### src/rtl/card_pkg.sv
// Shared card definitions: deck geometry, rank/suit types,
// dealer FSM states and the draw LFSR step function.
package card_pkg;

    localparam int DECK_SIZE = 52;
    localparam int RANKS     = 13;
    localparam int SUITS     = 4;

    localparam logic [5:0]  DECK_CNT  = 6'd52;
    localparam logic [5:0]  LAST_IDX  = 6'd51;
    localparam logic [15:0] LFSR_MASK = 16'hB400;

    typedef logic [3:0] rank_t;
    typedef logic [1:0] suit_t;
    typedef logic [5:0] idx_t;
    typedef logic [1:0] state_t;

    localparam state_t S_IDLE    = 2'd0;
    localparam state_t S_DRAW    = 2'd1;
    localparam state_t S_PROBE   = 2'd2;
    localparam state_t S_PRESENT = 2'd3;

    // One step of the right-shifting Galois LFSR.
    function automatic logic [15:0] lfsr_step(input logic [15:0] v);
        lfsr_step = v[0] ? ((v >> 1) ^ LFSR_MASK) : (v >> 1);
    endfunction

endpackage

### src/rtl/card_index_decode.sv
// Card index (0..51) to rank 1..13 and suit 0..3, no divider.
// Ports: idx in; rank, suit out (combinational).
module card_index_decode
    import card_pkg::*;
(
    input  idx_t  idx,
    output rank_t rank,
    output suit_t suit
);

    idx_t rem;

    // Suit boundaries sit at 13, 26 and 39.
    always_comb begin
        suit = 2'd0;
        rem  = idx;
        if (idx >= 6'd39) begin
            suit = 2'd3;
            rem  = idx - 6'd39;
        end else if (idx >= 6'd26) begin
            suit = 2'd2;
            rem  = idx - 6'd26;
        end else if (idx >= 6'd13) begin
            suit = 2'd1;
            rem  = idx - 6'd13;
        end
        rank = rem[3:0] + 4'd1;
    end

endmodule

### src/rtl/card_deck_dealer.sv
// 52-card dealer: draws without replacement via LFSR + linear probe.
// Ports: clock, reset(n), shuffle_req, deal_req, card_ready in;
//        card_valid/rank/suit, cards_left, deck_empty, busy out.
module card_deck_dealer
    import card_pkg::*;
#(
    parameter logic [15:0] LFSR_SEED = 16'hACE1
) (
    input  logic       clock,
    input  logic       reset,
    input  logic       shuffle_req,
    input  logic       deal_req,
    input  logic       card_ready,
    output logic       card_valid,
    output rank_t      card_rank,
    output suit_t      card_suit,
    output logic [5:0] cards_left,
    output logic       deck_empty,
    output logic       busy
);

    state_t        state;
    logic [15:0]   lfsr;
    logic [51:0]   used;
    idx_t          idx;
    rank_t         dec_rank;
    suit_t         dec_suit;

    card_index_decode u_decode (
        .idx  (idx),
        .rank (dec_rank),
        .suit (dec_suit)
    );

    assign deck_empty = (cards_left == 6'd0);
    assign busy       = (state == S_DRAW) || (state == S_PROBE);

    always_ff @(posedge clock or negedge reset) begin
        if (!reset) begin
            state      <= S_IDLE;
            lfsr       <= LFSR_SEED;
            used       <= '0;
            idx        <= '0;
            card_valid <= 1'b0;
            card_rank  <= '0;
            card_suit  <= '0;
            cards_left <= DECK_CNT;
        end else begin
            lfsr <= lfsr_step(lfsr);
            // Shuffle overrides everything; an accepted card stays with
            // the consumer since rank/suit are simply held.
            if (shuffle_req) begin
                used       <= '0;
                cards_left <= DECK_CNT;
                card_valid <= 1'b0;
                state      <= S_IDLE;
            end else begin
                unique case (state)
                    S_IDLE: begin
                        if (deal_req && cards_left != 6'd0)
                            state <= S_DRAW;
                    end
                    S_DRAW: begin
                        if (lfsr[5:0] < DECK_CNT) begin
                            idx   <= lfsr[5:0];
                            state <= S_PROBE;
                        end
                    end
                    S_PROBE: begin
                        if (used[idx]) begin
                            idx <= (idx == LAST_IDX) ? 6'd0 : idx + 6'd1;
                        end else begin
                            card_rank  <= dec_rank;
                            card_suit  <= dec_suit;
                            card_valid <= 1'b1;
                            state      <= S_PRESENT;
                        end
                    end
                    S_PRESENT: begin
                        if (card_ready) begin
                            used[idx]  <= 1'b1;
                            cards_left <= cards_left - 6'd1;
                            card_valid <= 1'b0;
                            state      <= S_IDLE;
                        end
                    end
                    default: state <= S_IDLE;
                endcase
            end
        end
    end

endmodule

### config.mk
export PLATFORM = sky130hd
export DESIGN_NAME = card_deck_dealer
export DESIGN_NICKNAME = d
export VERILOG_FILES = /design/src/rtl/card_pkg.sv /design/src/rtl/card_index_decode.sv /design/src/rtl/card_deck_dealer.sv
export SDC_FILE = /design/constraint.sdc
export NUM_CORES = 1
export LEC_CHECK = 0
export ABC_CLOCK_PERIOD_IN_PS = 2500
export BUFFER_PORTS_ARGS = -buffer_cell sky130_fd_sc_hd__buf_2
export CAP_MARGIN = 10
export CORE_MARGIN = 1.5
export CORE_UTILIZATION = 38
export DETAILED_ROUTE_END_ITERATION = 8
export GPL_TIMING_DRIVEN = 0
export PLACE_DENSITY = 0.55
export SYNTH_ARGS = -nofsm -noshare
export SYNTH_HDL_FRONTEND = slang
export SYNTH_SLANG_ARGS = --single-unit
export TNS_END_PERCENT = 20
### constraint.sdc
create_clock -name clock -period 2.5 [get_ports clock]
set_input_delay 0.375 -clock clock [delete_from_list [all_inputs] [get_ports clock]]
set_output_delay 0.375 -clock clock [all_outputs]
set_load 0.02 [all_outputs]
==> results.md, run 1 <==
- Status: finished, violations left
- Failing checks: setup timing
- GRT Resource Usage Total: 18.3%
- Main flop type after synthesis: dfrtp_1
- Clock Path Buffers: 2
- Total power: 4850 uW
- Cell area after layout: 5380 sq um
- Slew @ Worst Pin: 964 ps
- Mean post-synth cell area: 10.6 sq um
- P_sw: 1680 uW
- Remaining antenna violation count: 0
- Maxcap violations: 0
- Wire length per cell: 17.5 um
- Switching share of total power: 34.7%
- Hold path start: lfsr[12]
- DR iter-0 viols: 187
- Die span in x: 111 um
- Clk slew on worst S/H paths: 70 ps
- Grt ovf: 0
- CP required: 2730 ps
- Hpwl dp: 7120 um
- Shortest period the worst path allows: 2750 ps
- Vias per inst: 5.27
- Final wirelength: 10800 um
- Worst Path Max Fanout: 4
- Worst EP arrival: 2970 ps
- # IOs: 20
- Number of synthesized flops with an enable pin: 0
- Kind of critical path: reg -> reg
- Worst Setup SP: idx[1]
- Top-count cell post-synth: dfrtp_1
- Final period util: 110%
- YS warnings: 0
- Clock Skews: 6.16 ps
- Antenna Cells: 0
- Syn Nets: 438
- DR vias: 3250
- Cell Int Power: 3170 uW
- Max frequency: 364 MHz
- Largest net degree at the start of global routing: 66
- Register share of total power: 33.9%
- RR Startpoint: idx[1]
- HP Class: reg -> reg
- Vias in the first global route: 3287
- Max-slew violations: 0
- Worst slack at placement: -712 ps
- Max VDD drop: 732 uV
- Leak pwr: 0.00243 uW
- Nets: 489
- Seq/Total Area, Yosys: 50.5%
- FF+latch count, synth: 89
- Fill cells: 1095
- Clock Latency Late Sink: 340 ps
- TritonCTS clock tree: built
- Starting Density: 38.9%
- Dpl cell area: 4760 sq um
- Number of failing hold endpoints at the final stage: 0
- Cell Area, Synth: 4440 sq um
- Core Box Area: 11400 sq um
- CP startpoint kind: flip-flop
- Final setup fails: 14
- Layout cell share with drive strength beyond 1: 22.8%
- Standard-cell row count: 39
- Unrepaired setup endpoints after global routing: yes
- # clock sinks: 89
- Largest area contributor in the netlist: dfrtp_1
- Die area: 12300 sq um
- CTS root buf: clkbuf_16
- Cell variety after synth: 56
- Worst relative slew slack: 35.6%
- Die H: 111 um
- Final worst slack: -247 ps
- Final core occ: 47.1%
- Clock network power share: 28.5%
- Gpl congestion: 0.838
- Synth top area share: 43.9%
- TritonCTS Buffers: 9
- Synth Instances: 418
- CTS H-tree lvls: 3
- Area Growth Syn to Fin: 21.0%
- First-pass GRT wire length: 17700 um
- PortBufs: 19
- Initial antenna violation count: 0
- Pre-antenna DRT Iters: 4
- Async S/R FF share, synth: 100%
- Critical Path Sink Type: flip-flop
- Ranking of synthesized cells by area: dfrtp_1, a21oi_1, dfstp_2, mux4_1, nor2_1
- Top post-synthesis cells by count: dfrtp_1, nor2_1, a21oi_1, clkbuf_1, ha_1
- Comb pwr share: 37.6%
- Pwr/cell area: 903 nW/um^2
- # DRC: 0
==> layout make-up <==
| class | count | area [sq um] | area share (%) |
|---|---|---|---|
| clock inverter | 6 | 66.3 | 1.23 |
| buffer | 33 | 186 | 3.47 |
| sequential | 89 | 2240 | 41.7 |
| tap | 143 | 179 | 3.33 |
| inverter | 15 | 68.8 | 1.28 |
| multi-input combinational | 281 | 2090 | 38.8 |
| clock buffer | 10 | 239 | 4.44 |
| timing repair buffer | 40 | 309 | 5.75 |
==> worst max-delay path: stages, from the launching register on <==
cell and delay (ps):
dfrtp_2 400, buf_8 120, buf_12 100, clkinvlp_4 130
ha_2 190, nand2b_1 130, a311o_1 340, a211o_1 280
a221o_1 330, ha_2 180, xor2_1 150, mux2_4 270
==> power groups by stage <==
stage	sequential [uW]	combinational (uW)	clock (uW)
floorplan	1720	1030	0
CTS	1640	1630	1420
global route	1660	2000	1470
global placement	1660	1460	0
detailed placement	1670	1480	0
finish	1650	1820	1380
==> flip-flops by register name (all words and copies together) (netlist names) <==
register,count
lfsr,16
card_suit,2
state,2
cards_left,6
idx,6
card_rank,4
card_valid,1
used,52
==> metal layers <==
metal	vias to the layer above	global-route usage (%)	share of wire [%]
met5	-	0	0
met4	0	7.26	2.7
met3	17	3.94	4.2
met2	69	28.1	46
met1	1607	25.3	47
li1	1557	-	-
==> timing repair <==
item | 4_1_cts | 5_1_grt
pin swaps | 5 | 16
setup buffers | 10 | 9
gates resized for setup | 18 | 29
endpoints found under the setup margin | 15 | 51
hold endpoints to repair | 19 | 0
gates cloned | 0 | 0
hold buffers | 1 | 0
==> worst paths after layout <==
check	to	slack, ps	cells after the start
worst max-delay path	card_rank[2]	-250	11
worst min-delay path	lfsr[11]	350	0
min in group asynchronous	state[1]	480	2
worst max register to register	card_rank[2]	-250	11
worst min register to register	lfsr[11]	350	0
max in group asynchronous	lfsr[0]	1370	3
==> stage by stage <==
| stage | cells | setup TNS [ps] | hold slack (ps) |
|---|---|---|---|
| 4_1_cts | 608 | -2120 | 351 |
| 2_1_floorplan | 418 | -800 | 79.4 |
| 6_report | 617 | -1550 | 347 |
| 3_5_place_dp | 581 | -7480 | 315 |
| 5_1_grt | 617 | -2640 | 354 |
| 3_3_place_gp | 580 | -7420 | 336 |
==> cells by family after synthesis <==
kind of cell	share of synthesized area (%)
AOI/OAI and AO/OA	13.0
and+or+nand+nor	14.0
xor gates and xnor gates	2.56
muxes	10.9
DFF	50.5
buffers and inverters	4.79
adders and majority gates	4.23
==> cells in the final DEF (no fill, tap or decap), types with 11 or more instances in the layout <==
cell type and instances:
dfrtp_1 77, nor2_1 73, a21oi_1 59, buf_2 21, clkbuf_1 20, buf_4 16
ha_1 12, nand2_1 11, inv_1 11, dfstp_2 11
(Power assumes the default switching activity.)
==> run 2: changes to the inputs <==
--- a/config.mk
+++ b/config.mk
@@ -9,10 +9,11 @@
 export BUFFER_PORTS_ARGS = -buffer_cell sky130_fd_sc_hd__buf_2
 export CAP_MARGIN = 10
 export CORE_MARGIN = 1.5
-export CORE_UTILIZATION = 38
+export CORE_UTILIZATION = 55
 export DETAILED_ROUTE_END_ITERATION = 8
 export GPL_TIMING_DRIVEN = 0
-export PLACE_DENSITY = 0.55
+export HOLD_SLACK_MARGIN = 0.03
+export PLACE_DENSITY = 0.74
 export SYNTH_ARGS = -nofsm -noshare
 export SYNTH_HDL_FRONTEND = slang
 export SYNTH_SLANG_ARGS = --single-unit
==> run 2 against run 1 <==
Net effect:
- largest power group unchanged
- the run still ends with setup timing left
- sequential cell count stayed put
- largest cell class unchanged
- register-to-register slack better by 98 ps
- clock power is 24% lower
- clock skew is 6.7 ps higher
- clock-buffer cell count stayed put
==> results.md, run 2 (synthesized netlist as in run 1, its figures left out) <==
- CTS root buf: clkbuf_8
- DR iter-0 viols: 256 (+37%)
- R2R cell count: 11 (unchanged)
- Die area: 8620 sq um (-30%)
- Max FFs per register: 52 (unchanged)
- Leak pwr: 0.00239 uW (-1.8%)
- Failing checks: setup timing
- Max VDD drop: 450 uV (-39%)
- Final period util: 106% (-3.9 points)
- TritonCTS clock tree: built
- Remaining antenna violation count: 0 (unchanged)
- Area Growth Syn to Fin: 15.9%
- Maxcap violations: 0 (unchanged)
- Unrepaired setup endpoints after global routing: yes
- Critical Path Sink Type: flip-flop
- Starting Density: 57.2% (+18 points)
- Die H: 92.9 um (-16%)
- Cell total after placement: 540 (-7.1%)
- Status: finished, violations left
- Clock Latency Late Sink: 370 ps (+30 ps)
- Worst EP arrival: 2910 ps (-60 ps)
- Final setup fails: 5 (-9)
- Commonest non-fill, non-tap cell in the layout: dfrtp_1
- Final worst slack: -148 ps (+98.1 ps)
- Final wirelength: 10400 um (-3.4%)
- Gpl congestion: 0.867 (+3.4%)
- CP required: 2760 ps (+30 ps)
- First-pass GRT wire length: 16900 um (-4.4%)
- # IOs: 20 (unchanged)
- # clock sinks: 89 (unchanged)
- Nets: 486 (-0.61%)
- Standard-cell row count: 32 (-18%)
- Most frequent cells in the layout: dfrtp_1, nor2_1, a21oi_1
- Hold-critical path depth: 0 (unchanged)
- Max-slew violations: 0 (unchanged)
- GRT Resource Usage Total: 25.8% (+7.5 points)
- Largest net degree at the start of global routing: 54 (-18%)
- # DRC: 0 (unchanged)
- Worst relative slew slack: 33.9% (-1.7 points)
- Vias in the first global route: 3439 (+4.6%)
- Shortest period the worst path allows: 2650 ps (-98.1 ps)
- Worst Path Max Fanout: 5 (+1)
- Setup TNS: -597 ps (+957 ps)
- CTS H-tree lvls: 3 (unchanged)
- Initial antenna violation count: 0 (unchanged)
- Number of failing hold endpoints at the final stage: 0 (unchanged)
- Top reg by flops: used
- TritonCTS Buffers: 9 (unchanged)
- Pwr/cell area: 844 nW/um^2 (-6.5%)
- Vias per inst: 5.98 (+14%)
- Wire length per cell: 18.2 um (+4.0%)
- Layout cell share with drive strength beyond 1: 22.9% (+0.15 points)
- RR Startpoint: idx[1]
- Die span in x: 92.9 um (-16%)
- Clk slew on worst S/H paths: 100 ps (+30 ps)
- Hold Path Sink: lfsr[11]
- Slew @ Worst Pin: 989 ps (+25.3 ps)
- Dpl cell area: 4700 sq um (-1.1%)
- Top flop regs: used (52), lfsr (16)
- CP startpoint kind: flip-flop
- Core Box Area: 7770 sq um (-32%)
- Hold WS: 357 ps (+10.8 ps)
- R2R Path End: card_rank[2]
- Kind of critical path: reg -> reg
- Register area: 2240 sq um (about the same)
- Max frequency: 378 MHz (+3.7%)
- PortBufs: 19 (unchanged)
- Hpwl dp: 6730 um (-5.5%)
- Clock Skews: 12.9 ps (+6.72 ps)
- Hold path start: lfsr[12]
- Grt ovf: 0 (unchanged)
- Clock Path Buffers: 2 (unchanged)
- Final non-filler cell total: 573 (-7.1%)
- DR vias: 3426 (+5.4%)
- Cell area after layout: 5150 sq um (-4.3%)
- HP Class: reg -> reg
- Reg-to-reg slack, setup: -150 ps (+100 ps)
- Fill cells: 596 (-46%)
- Pre-antenna DRT Iters: 5 (+1)
- Multi-input logic area: 2060 sq um (-1.4%)
- Antenna Cells: 0 (unchanged)
run 2: final cells by class:
type	count	area share [%]
buffer	30	3.16
clock buffer	10	2.67
clock inverter	6	1.41
inverter	15	1.34
multi-input combinational	281	39.9
sequential	89	43.5
tap	102	2.48
timing repair buffer	40	5.47
run 2: worst max-delay path by stage:
stage          startpoint      endpoint  slack, ps  cells after the start
2_1_floorplan      idx[1]  card_rank[2]       -200                     11
4_1_cts            idx[1]  card_rank[2]       -210                     11
3_5_place_dp       idx[2]  card_rank[2]       -670                     10
3_3_place_gp       idx[2]  card_rank[1]       -680                     10
6_report           idx[1]  card_rank[2]       -150                     11
5_1_grt            idx[1]  card_rank[2]       -230                     11
run 2: through the flow:
step / util [%] / power, uW / setup WS, ps
floorplan: - / 2750 / -204
global placement: 60.2 / 3100 / -677
detailed placement: 60.6 / 3140 / -674
CTS: 65.9 / 4300 / -207
global route: 66.3 / 4570 / -234
finish: 66.3 / 4340 / -148
run 2: metal layers:
metal / global-route usage, % / share of wire (%) / wire, um / vias to the layer above
met3: 5.99 / 7.6 / 787 / 30
met2: 41.2 / 47 / 4930 / 150
met5: 0 / 0 / 0 / -
met4: 9.72 / 2.7 / 279 / 0
met1: 34.2 / 42 / 4420 / 1697
li1: - / - / - / 1549
run 2: repair_timing:
action,4_1_cts,5_1_grt
buffers inserted,17,2
resized for setup,17,23
pin swaps,5,11
endpoints found under the setup margin,15,46
endpoints found under the hold margin,30,0
hold buffers,1,0
run 2: power by group:
group	leakage, uW	internal [uW]	switching (uW)
Sequential	0.00118	1560	78.4
Clock	0.000109	503	543
Combinational	0.00110	683	975
Total	0.00239	2740	1600
run 2: worst max-delay path: stages (launching register included):
cell and delay (ps):
dfrtp_1 370, buf_6 130, buf_12 100, clkinvlp_4 150, ha_4 190, nand2b_4 120
a311o_1 290, a211o_1 270, a221o_1 310, ha_2 180, xor2_1 160, mux2_4 260
==> run 3: changes to the inputs <==
--- a/config.mk
+++ b/config.mk
@@ -5,15 +5,15 @@
 export SDC_FILE = /design/constraint.sdc
 export NUM_CORES = 1
 export LEC_CHECK = 0
-export ABC_CLOCK_PERIOD_IN_PS = 2500
+export ABC_AREA = 1
 export BUFFER_PORTS_ARGS = -buffer_cell sky130_fd_sc_hd__buf_2
 export CAP_MARGIN = 10
 export CORE_MARGIN = 1.5
-export CORE_UTILIZATION = 55
+export CORE_UTILIZATION = 56
 export DETAILED_ROUTE_END_ITERATION = 8
 export GPL_TIMING_DRIVEN = 0
 export HOLD_SLACK_MARGIN = 0.03
-export PLACE_DENSITY = 0.74
+export PLACE_DENSITY = 0.75
 export SYNTH_ARGS = -nofsm -noshare
 export SYNTH_HDL_FRONTEND = slang
 export SYNTH_SLANG_ARGS = --single-unit
==> run 3 against run 2 <==
Net effect:
- the run now ends clean
- die area is 3.4% higher
- global-route usage is 1.6 points higher
- maximum frequency is 13% higher
- final cell count rose by 30%
- synthesized cell count up 44%
- register-to-register slack improved by 310 ps
- sequential share of layout area shrank 0.11 points
- final area grew 0.32%
- sequential power is 5% lower
- hold slack lost 73 ps
- routed wire length increased by 6.6%
- core utilization down 3.1 points
- critical path type unchanged
- largest power group is now registers
==> results.md, run 3 <==
- Layout cell share with drive strength beyond 1: 12.2% (-11 points)
- Largest family of logic cells by synthesized area: simple AND/OR/NAND/NOR gates
- Post-CTS Setup Repair Bufs: 0 (-17)
- Most frequent cells in the layout: nand2_1, dfrtp_1, inv_1
- Largest area contributor in the netlist: dfrtp_1
- Number of failing hold endpoints at the final stage: 0 (unchanged)
- Number of synthesized flops with an enable pin: 0 (unchanged)
- Status: finished clean
- Top flop regs: used (52), lfsr (16)
- Multi-input logic area: 2030 sq um (-1.3%)
- CP required: 2800 ps (+40 ps)
- HP Class: in -> reg
- Remaining antenna violation count: 0 (unchanged)
- PortBufs: 18 (-1)
- Max VDD drop: 533 uV (+19%)
- Bufs and invs on worst path: 2 (-1)
- TritonCTS Buffers: 9 (unchanged)
- Nets: 655 (+35%)
- Worst relative slew slack: 43.8% (+9.9 points)
- CP startpoint kind: flip-flop
- Cell variety after synth: 38 (-32%)
- Crit-path max cell delay: 670 ps (+300 ps)
- Synth Instances: 603 (+44%)
- Die span in x: 94.5 um (+1.7%)
- CTS H-tree lvls: 3 (unchanged)
- CTS root buf: clkbuf_8
- # DRC: 0 (unchanged)
- Die area: 8920 sq um (+3.4%)
- RR Startpoint: state[0]
- Main flop type after synthesis: dfrtp_1
- Top reg by flops: used
- Compound-cell area share of the yosys netlist: 10.4% (-2.6 points)
- Die H: 94.5 um (+1.7%)
- Core Box Area: 8180 sq um (+5.3%)
- Top post-synthesis cells by count: nand2_1, dfrtp_1, inv_1, a21oi_1, nor2_1
- Seq/Total Area, Yosys: 47.8% (-2.6 points)
- Top-count cell post-synth: nand2_1
- Starting Density: 57.3% (+0.10 points)
- Fill cells: 713 (+20%)
- Final setup fails: 0 (-5)
- Vias per inst: 5.43 (-9.3%)
- Leak pwr: 0.00262 uW (+9.8%)
- Reg-to-reg slack, setup: 160 ps (+310 ps)
- Clock Skews: 16.4 ps (+3.51 ps)
- FF+latch count, synth: 89 (unchanged)
- Unrepaired setup endpoints after global routing: no
- Kind of critical path: reg -> reg
- DR vias: 4042 (+18%)
- TritonCTS clock tree: built
- Gpl congestion: 0.899 (+3.8%)
- Max-slew violations: 0 (unchanged)
- Worst EP arrival: 2640 ps (-270 ps)
- CP max stage cell: nor3_1
- Maxcap violations: 0 (unchanged)
- Shortest period the worst path allows: 2340 ps (-306 ps)
- Post-synthesis xor/xnor area fraction: 1.50% (-1.1 points)
- Clock Latency Late Sink: 370 ps (about the same)
- Hpwl dp: 7670 um (+14%)
- YS warnings: 0 (unchanged)
- DR iter-0 viols: 368 (+44%)
- Synth top area share: 41.7% (-2.3 points)
- Clock Path Buffers: 2 (unchanged)
- First-pass GRT wire length: 18500 um (+9.4%)
- Multiplexer area fraction after synthesis: 0% (-11 points)
- Total power: 3620 uW (-17%)
- Hold Path Sink: cards_left[1]
- Pre-antenna DRT Iters: 5 (unchanged)
- Final wirelength: 11100 um (+6.6%)
- Dpl cell area: 4930 sq um (+4.9%)
- Commonest non-fill, non-tap cell in the layout: nand2_1
- # IOs: 20 (unchanged)
- Slew @ Worst Pin: 836 ps (-153 ps)
- Vias in the first global route: 3880 (+13%)
- Cell area after layout: 5160 sq um (+0.32%)
- Cell Area, Synth: 4680 sq um (+5.4%)
- Initial antenna violation count: 0 (unchanged)
- Ranking of synthesized cells by area: dfrtp_1, nand2_1, a21oi_1, dfstp_2, inv_1
- Largest net degree at the start of global routing: 47 (-13%)
- Post-Synth Adder-Cell Area: 4.01% (-0.22 points)
- R2R Path End: used[9]
- Worst Path Max Fanout: 6 (+1)
- Grt ovf: 0 (unchanged)
- Critical Path Sink Type: flip-flop
- Clk slew on worst S/H paths: 90 ps (about the same)
- Area Growth Syn to Fin: 10.3%
- Cell mode on critical path: nand2_1
- Standard-cell row count: 33 (+3.1%)
- Max frequency: 427 MHz (+13%)
- Async S/R FF share, synth: 100% (unchanged)
- Cells along the critical path: ha_1 -> nand2_1 -> nand2_1 -> inv_1 -> nor3_1 -> buf_4 -> nand2_1 -> a21oi_1
- Final period util: 93.7% (-12 points)
- Hold path start: card_ready
- Pwr/cell area: 701 nW/um^2 (-17%)
- Syn Nets: 623 (+42%)
- Wire length per cell: 14.9 um (-18%)
- Hold-critical path depth: 3 (+3)
- GRT Resource Usage Total: 27.4% (+1.6 points)
- Mean post-synth cell area: 7.77 sq um (-27%)
- # clock sinks: 89 (unchanged)
- Simple-gate area share of the yosys netlist: 27.3% (+13 points)
- CP top delay family: simple AND/OR/NAND/NOR gates
- Register area: 2240 sq um (about the same)
- Antenna Cells: 0 (unchanged)
- R2R cell count: 8 (-3)
- Hold WS: 284 ps (-73.0 ps)
- Max FFs per register: 52 (unchanged)
run 3: cell types whose count changed after synthesis, sizes merged, moves of 5 or more:
cell,before,now
nand2,12,202
inv,14,81
mux4,13,0
o21ai,5,18
nor3b,6,0
nor2,73,49
mux2i,9,0
nand2b,6,1
and2,10,0
clkbuf,22,6
nand3,6,40
run 3: cell type report:
cell class | count | area share, %
timing repair buffer | 21 | 2.52
inverter | 81 | 5.98
clock buffer | 10 | 2.67
sequential | 89 | 43.4
clock inverter | 6 | 1.38
multi-input combinational | 414 | 39.3
buffer | 19 | 2.18
tap | 105 | 2.54
run 3: what timing repair did:
action                                  CTS  global route
gates resized for setup                   0             5
endpoints found under the setup margin    0             7
hold buffers                              1             0
hold endpoints to repair                 26             0
run 3: cell families after synthesis:
logic type / Yosys count
flops: 89
buf+inv: 100
xor+xnor: 8
simple gates: 302
compound gates: 89
fa+ha+maj: 15
run 3: where the power goes:
group,leakage [uW],internal [uW],switching [uW]
sequential,0.00119,1510,58.7
clock,0.0000999,500,551
combinational,0.00133,323,684
run 3: metrics by stage:
step | util, % | instances | setup slack, ps | setup TNS [ps]
3_3_place_gp | 60.0 | 726 | -62.0 | -384
2_1_floorplan | - | 603 | 411 | 0
6_report | 63.2 | 745 | 157 | 0
4_1_cts | 63.0 | 745 | 10.5 | 0
5_1_grt | 63.2 | 745 | 32.6 | 0
3_5_place_dp | 60.4 | 728 | 3.98 | 0
run 3: how the worst max path moves through the flow:
stage             start            to  slack, ps  depth (start not counted)
2_1_floorplan    idx[0]  card_rank[2]        410                         14
3_3_place_gp     idx[1]       used[1]        -60                          7
3_5_place_dp     idx[1]  card_rank[3]          4                         16
4_1_cts          idx[1]  card_rank[3]         10                         16
5_1_grt        state[0]       used[9]         30                          8
6_report       state[0]       used[9]        160                          8
run 3: worst min-delay path, stage by stage:
cell,delay [ps]
buf_2,100
nand2_1,80
o31ai_1,60
run 3: per-layer routing:
metal / track usage (%) / up-vias / share of wire, %
li1: - / 1955 / -
met5: 0 / - / 0
met1: 36.6 / 1936 / 45
met2: 43.5 / 120 / 47
met4: 12.4 / 0 / 3.2
met3: 4.75 / 31 / 4.9
